--- src/rtl/jvm_ucode_pkg.sv ---
// Shared constants for the bytecode micro-sequencer: micro-address layout,
// trap causes and the FSM state encoding.
package jvm_ucode_pkg;

   localparam int unsigned UA_W       = 9;
   localparam logic [8:0]  UA_DONE    = 9'h000;
   localparam logic [8:0]  UA_ILLEGAL = 9'h1FF;

   localparam logic [1:0] CAUSE_NONE    = 2'd0;
   localparam logic [1:0] CAUSE_ILLEGAL = 2'd1;
   localparam logic [1:0] CAUSE_WDOG    = 2'd2;

   localparam logic [1:0] ST_FETCH = 2'd0;
   localparam logic [1:0] ST_EXEC  = 2'd1;
   localparam logic [1:0] ST_TRAP  = 2'd2;

endpackage

--- src/rtl/ucode_sequencer.sv ---
// Micro-program counter: dispatches a JVM opcode to {0,opcode}, follows the
// next-address ROM chain to 0, and traps on illegal entries or runaway chains.
module ucode_sequencer #(
   parameter int unsigned UA_W      = jvm_ucode_pkg::UA_W,
   parameter int unsigned MAX_STEPS = 64,
   parameter int unsigned CNT_W     = 32
) (
   input  logic             clk,
   input  logic             rst,
   input  logic             bc_valid,
   input  logic [7:0]       bc_opcode,
   output logic             bc_ready,
   input  logic             flush,
   input  logic             stall,
   output logic [UA_W-1:0]  upc,
   input  logic [UA_W-1:0]  rom_next,
   output logic             uop_valid,
   output logic             instr_done,
   output logic             trap,
   output logic [1:0]       trap_cause,
   input  logic             trap_clr,
   output logic [CNT_W-1:0] instr_cnt
);
   import jvm_ucode_pkg::*;

   localparam int unsigned SW = $clog2(MAX_STEPS + 1);

   logic [1:0]       state_q, state_d;
   logic [UA_W-1:0]  upc_q, upc_d;
   logic             uop_valid_q, uop_valid_d;
   logic             done_q, done_d;
   logic             trap_q, trap_d;
   logic [1:0]       cause_q, cause_d;
   logic [CNT_W-1:0] cnt_q, cnt_d;
   logic [SW-1:0]    step_q, step_d;
   logic             ready;

   always_comb begin
      state_d     = state_q;
      upc_d       = upc_q;
      uop_valid_d = uop_valid_q;
      done_d      = 1'b0;
      trap_d      = trap_q;
      cause_d     = cause_q;
      cnt_d       = cnt_q;
      step_d      = step_q;
      ready       = 1'b0;
      case (state_q)
         ST_FETCH: begin
            ready = 1'b1;
            if (bc_valid) begin
               upc_d       = UA_W'(bc_opcode);
               step_d      = SW'(1);
               uop_valid_d = 1'b1;
               state_d     = ST_EXEC;
            end
         end
         ST_EXEC: begin
            // Priority: flush, then stall, then completion, then faults, then advance.
            if (flush) begin
               uop_valid_d = 1'b0;
               state_d     = ST_FETCH;
            end else if (!stall) begin
               if (rom_next == UA_W'(UA_DONE)) begin
                  done_d = 1'b1;
                  cnt_d  = cnt_q + CNT_W'(1);
                  ready  = 1'b1;
                  if (bc_valid) begin
                     upc_d  = UA_W'(bc_opcode);
                     step_d = SW'(1);
                  end else begin
                     uop_valid_d = 1'b0;
                     state_d     = ST_FETCH;
                  end
               end else if (rom_next == UA_W'(UA_ILLEGAL)) begin
                  trap_d      = 1'b1;
                  cause_d     = CAUSE_ILLEGAL;
                  uop_valid_d = 1'b0;
                  state_d     = ST_TRAP;
               end else if (step_q == SW'(MAX_STEPS)) begin
                  trap_d      = 1'b1;
                  cause_d     = CAUSE_WDOG;
                  uop_valid_d = 1'b0;
                  state_d     = ST_TRAP;
               end else begin
                  upc_d  = rom_next;
                  step_d = step_q + SW'(1);
               end
            end
         end
         ST_TRAP: begin
            uop_valid_d = 1'b0;
            if (trap_clr) begin
               trap_d  = 1'b0;
               cause_d = CAUSE_NONE;
               state_d = ST_FETCH;
            end
         end
         default: begin
            uop_valid_d = 1'b0;
            state_d     = ST_FETCH;
         end
      endcase
   end

   always_ff @(posedge clk or posedge rst) begin
      if (rst) begin
         state_q     <= ST_FETCH;
         upc_q       <= '0;
         uop_valid_q <= 1'b0;
         done_q      <= 1'b0;
         trap_q      <= 1'b0;
         cause_q     <= CAUSE_NONE;
         cnt_q       <= '0;
         step_q      <= '0;
      end else begin
         state_q     <= state_d;
         upc_q       <= upc_d;
         uop_valid_q <= uop_valid_d;
         done_q      <= done_d;
         trap_q      <= trap_d;
         cause_q     <= cause_d;
         cnt_q       <= cnt_d;
         step_q      <= step_d;
      end
   end

   assign bc_ready   = ready;
   assign upc        = upc_q;
   assign uop_valid  = uop_valid_q;
   assign instr_done = done_q;
   assign trap       = trap_q;
   assign trap_cause = cause_q;
   assign instr_cnt  = cnt_q;

endmodule

--- config.mk ---
export PLATFORM = sky130hd
export DESIGN_NAME = ucode_sequencer
export DESIGN_NICKNAME = d
export VERILOG_FILES = /design/src/rtl/jvm_ucode_pkg.sv /design/src/rtl/ucode_sequencer.sv
export SDC_FILE = /design/constraint.sdc
export NUM_CORES = 1
export LEC_CHECK = 0
export ABC_AREA = 1
export CAP_MARGIN = 25
export CORE_ASPECT_RATIO = 0.7
export CORE_MARGIN = 2
export CORE_UTILIZATION = 50
export DETAILED_ROUTE_END_ITERATION = 10
export GPL_TIMING_DRIVEN = 1
export HOLD_SLACK_MARGIN = 0.15
export PLACE_DENSITY = 0.77
export SLEW_MARGIN = 20
export SYNTH_ARGS = -nofsm -noshare
export SYNTH_HDL_FRONTEND = slang
export SYNTH_SLANG_ARGS = --single-unit
--- constraint.sdc ---
create_clock -name clk -period 1.75 [get_ports clk]
set_input_delay 0.175 -clock clk [delete_from_list [all_inputs] [get_ports clk]]
set_output_delay 0.175 -clock clk [all_outputs]
set_load 0.02 [all_outputs]
* Yosys cells after proc, flatten, opt, wreduce, memory -nomap -nowiden
Cells that the tools add are included.
Storage, ports and cells: logic and storage cells 84, output and inout port bits 47, bits of input ports 23, register bits after elaboration 55
Operators by class: bitwise logic cells 2, muxes and demuxes 48, equality and inequality tests 15, reductions and logical operators 9, $add $sub $neg 2
Operator list (count):
- 9-bit two-way mux | 6
- 7-bit two-way mux | 6
- 32-bit by 1-bit adder with 32-bit output (second input constant) | 1
- 2-bit two-way mux | 12
- 9-bit one-hot mux with 2 select lines | 1
- 1-bit two-way mux | 17
- 7-bit one-hot mux with 2 select lines | 1
- 3-bit inequality test (second input constant) | 4
- 2-bit inequality test (second input constant) | 5
- 5-bit AND reduction | 2
- 9-bit == test (second input constant) | 1
- 9-bit logical NOT | 1
- 4-bit AND reduction | 2
- 7-bit by 1-bit adder with 7-bit output (second input constant) | 1
- 7-bit == test (second input constant) | 1
- 1-bit one-hot mux with 2 select lines | 3
- 2-bit one-hot mux with 3 select lines | 1
- 6-bit AND reduction | 1
- 5-bit inequality test (second input constant) | 1
- 4-bit inequality test (second input constant) | 1
- 2-bit one-hot mux with 2 select lines | 1
- 2-bit nonzero test | 2
- 2-bit by 1-bit == test with 1-bit output (second input constant) | 1
- 2-bit == test (second input constant) | 1
- 2 further kinds | 3

* Depth between registers and ports, before layout
word-level depth 7, gate-level depth with buffers 12, mapped depth without buffers 11

* Worst setup path after synthesis
OpenSTA, ideal clock, no wires.
path type reg2reg, from reg cnt_q[0] (netlist: instr_cnt[0]), to reg cnt_q[30] (netlist: instr_cnt[30]), slack 0.108 ns, clock period less this slack 1.642 ns, stages on the path, launching flop included 11, arrival time 1.516 ns, library setup time 0.127 ns, required time 1.623 ns, path buffers 0, cells stage by stage dfrtp_1 > ha_1 > inv_1 > nor2_2 > nand2_1 > nor2_1 > nand3_1 > nand2_1 > nand2_1 > nand2_1 > o21ai_0
Between the ends: word-level cells in the longest chain between the ends 1
Ends and longest elaborated chain:
- start, declared | RTL line ucode_sequencer.sv:34 | logic [CNT_W-1:0] cnt_q, cnt_d;
- start signal, assigned | RTL line ucode_sequencer.sv:123 | cnt_q <= cnt_d;
- 32-bit by 1-bit adder with 32-bit output | RTL line ucode_sequencer.sv:66 | cnt_d = cnt_q + CNT_W'(1);
Every way passes these cells. A chain may end at the register's enable or synchronous reset.

* Final worst setup path
from reg cnt_q[1] (netlist: instr_cnt[1]), to reg cnt_q[26] (netlist: instr_cnt[26])
Same word-level chain as after synthesis.

==> key figures <==
Detailed routing
  • DR pass1 iterations: 5
  • Total Wirelength: ~10,000 um
  • Vias: 3,941
  • WL/cell: about 13 um
  • Final ANT Viol Nets: 0
  • Vias/cell: between 5 and 6
  • DRC viols: 0
  • First-iteration detailed-routing DRC count: between 300 and 400

Floorplan
  • Die X: approximately 110 um
  • Starting Density: between 50% and 60%
  • Die area: 8050 um^2
  • Core Area: just over 7000 um^2
  • Rows: 26
  • Die height: approximately 76 um
  • I/O pin cnt: 70

Critical path
  • Crit path top cell by count: nand2_1
  • WS Path Type: reg -> reg
  • Startpoint types: flip-flop
  • Cell breakdown of the critical path: ha_1 -> inv_1 -> nor2_4 -> nand2_1 -> nor2_2 -> nand2_1 -> xor2_1 -> nand2_1 -> nand2_1
  • Family with the most delay on the worst path: simple AND/OR/NAND/NOR gates
  • Crit path max-delay cell type: dfrtp_1
  • Buf/Inv on CP: 1
  • CP Capture Type: flip-flop
  • Crit-path max cell delay: approximately 0.39 ns
  • Arr. time, crit path: about 1.9 ns
  • Critical Path RT: slightly below 2 ns
  • Crit-path max FO: 5

Placed design
  • Placed Instances: just under 800
  • Post-DP HPWL: between 7000 and 8000 um
  • Pre-CTS WS: -0.349 ns
  • RD Place Congestion: about 0.9
  • IO buf count: 69

Yosys
  • Synth Net Count: approximately 600
  • Synth area leader: dfrtp_1
  • Register bit total from synthesis: 55
  • YS warnings: 0
  • Sequential area share after synthesis: between 30% and 40%
  • Mapped cell area: between 3000 and 4000 um^2
  • Gate count after technology mapping: between 500 and 600
  • Avg Synthesized Cell Area: about 6.4 um^2
  • Cell variety after synth: 28
  • Top cells by area, synth: dfrtp_1 (38%), nand2_1 (29%), nor2_1 (6.3%)
  • Yosys top cell area share: 37.5%

STA
  • Hold Vio Cnt, Final: 0
  • Measured slew at the worst slew-check pin: approximately 0.33 ns
  • Max-slew violations: 0
  • Final setup vio count: 0
  • Fin crit period: between 1.5 and 2 ns
  • Fmax: between 0.5 and 0.6 GHz
  • Setup ws final: 0.0614 ns
  • Slew HR: slightly below 80%
  • Clock Skew: about 0.013 ns
  • Tcrit/Tclk final: between 90% and 100%

CTS
  • CTS tree: built
  • Num CTS Buffers: 5
  • Max Root-Sink Buffers: 2
  • Clock Latency Late Sink: between 0.3 and 0.4 ns
  • Clk slew on worst S/H paths: 0.12 ns
  • H-tree levels: 2
  • Clock tree sinks: 55
  • Root Buffer: clkbuf_8
  • Setup bufs post-CTS: 0

Global route
  • Met3 Usage GRT: under 10%
  • Largest net degree at the start of global routing: 46
  • Gr busiest metal: met2
  • M2 GR Usage: between 40 and 50%
  • Global route overflow: 0
  • Vias in the first global route: between 3,000 and 4,000
  • Initial antenna violation count: 0
  • Global routing usage on met1: a little under two fifths
  • Global Route Usage Sum: between 20% and 30%
  • First-pass GRT wire length: ~16,000 um

Finish
  • Number of nets in the layout: 714
  • Fin cells: just under 800
  • Layout cell share with drive strength beyond 1: around 12%
  • Most common cell after layout, fill and taps aside: nand2_1
  • Area growth, synth to finish: 35.7%
  • Most frequent cells in the layout: nand2_1 (280), clkdlybuf4s50_1 (68), nor2_1 (58)
  • Final Util: approximately 69%
  • N_diodes: 0

Power
  • Peak supply drop: about 0.7 mV
  • Leakage: approximately 0.0024 uW
  • Power per cell area: ~930 nW/um^2

Job
  • Maxcap violations: 0

Run status
  • Status: finished, final reports clean

Worst hold path
  • Worst hold path class: reg -> reg
-- layout make-up --
cell class / count / area [um^2]
Inverter: 49 / 189
Clock inverter: 3 / 47.5
Sequential cell: 55 / 1380
Tap cell: 98 / 123
Multi-Input combinational cell: 457 / 2070
Clock buffer: 5 / 68.8
Timing Repair Buffer: 120 / 1110
Fill cell: 644 / 2210
-- flip-flops by register name (all words and copies together), names as in the netlist --
name	cells
trap	1
trap_cause	2
instr_done	1
upc	9
instr_cnt	32
state_q	2
uop_valid	1
step_q	7
-- synthesized netlist by cell type (all sizes together) --
master  instances
clkbuf          6
xnor2           6
nand3          31
a31oi           1
ha              3
xor2           12
a21oi           1
dfrtp          55
nor2           67
nand2         284
nand4           8
buf             8
nor3           15
nand3b          8
o21ai          21
inv            49
-- tightest hold or removal path, stage by stage, from the launching register on --
cell     delay (ns)
dfrtp_1        0.36
nand2_1        0.05
nand2_1        0.05
-- where the power goes --
part	total (uW)	leakage [uW]	switching, uW	internal [uW]
combinational	2130	0.00166	1230	904
clock	896	0.0000587	461	435
sequential	1600	0.000723	137	1460
-- what timing repair did --
item | 4_1_cts | 5_1_grt
hold endpoints to repair | 10 | 0
hold buffers | 1 | 0
pin swaps | 0 | 1
endpoints found under the setup margin | 1 | 12
gates resized for setup | 4 | 14
-- logic make-up (layout without fill, tap and decap cells) --
family	Yosys count	in the layout	synth area share (%)
XOR/XNOR	18	18	4.30
flip-flops	55	55	37.5
buffers and inverters	63	177	7.20
adder cells (fa/ha/maj)	3	3	1.02
AO/OA/AOI/OAI	23	23	3.17
AND/OR/NAND/NOR	413	413	46.8
-- worst paths after layout --
check,startpoint,endpoint,slack [ns],cells past startpoint
worst max-delay path,instr_cnt[1],instr_cnt[26],0.06,9
worst min-delay path,trap_cause[1],trap_cause[1],0.48,2
worst max register to register,instr_cnt[1],instr_cnt[26],0.06,9
worst min register to register,trap_cause[1],trap_cause[1],0.48,2
max in group asynchronous,rst,step_q[0],0.57,4
min in group asynchronous,rst,upc[6],0.66,3
-- stage by stage --
stage / hold WS (ns) / total power [uW] / area, um^2 / setup TNS [ns]
final: 0.480 / 4630 / 4980 / 0
after global routing: 0.511 / 4960 / 4980 / -0.0564
after CTS: 0.485 / 4650 / 4930 / 0
after detailed placement: 0.448 / 3760 / 4800 / -5.87
after global placement: 0.455 / 3710 / 4800 / -4.90
after floorplan: 0.370 / 2850 / 3670 / 0
-- layer usage --
metal	part of all wire, %	vias up
met2	43	133
met5	0	-
li1	-	2003
met3	7.5	6
met1	49	1799
met4	0.42	0
Note: power is estimated with default switching activity, not from simulation.
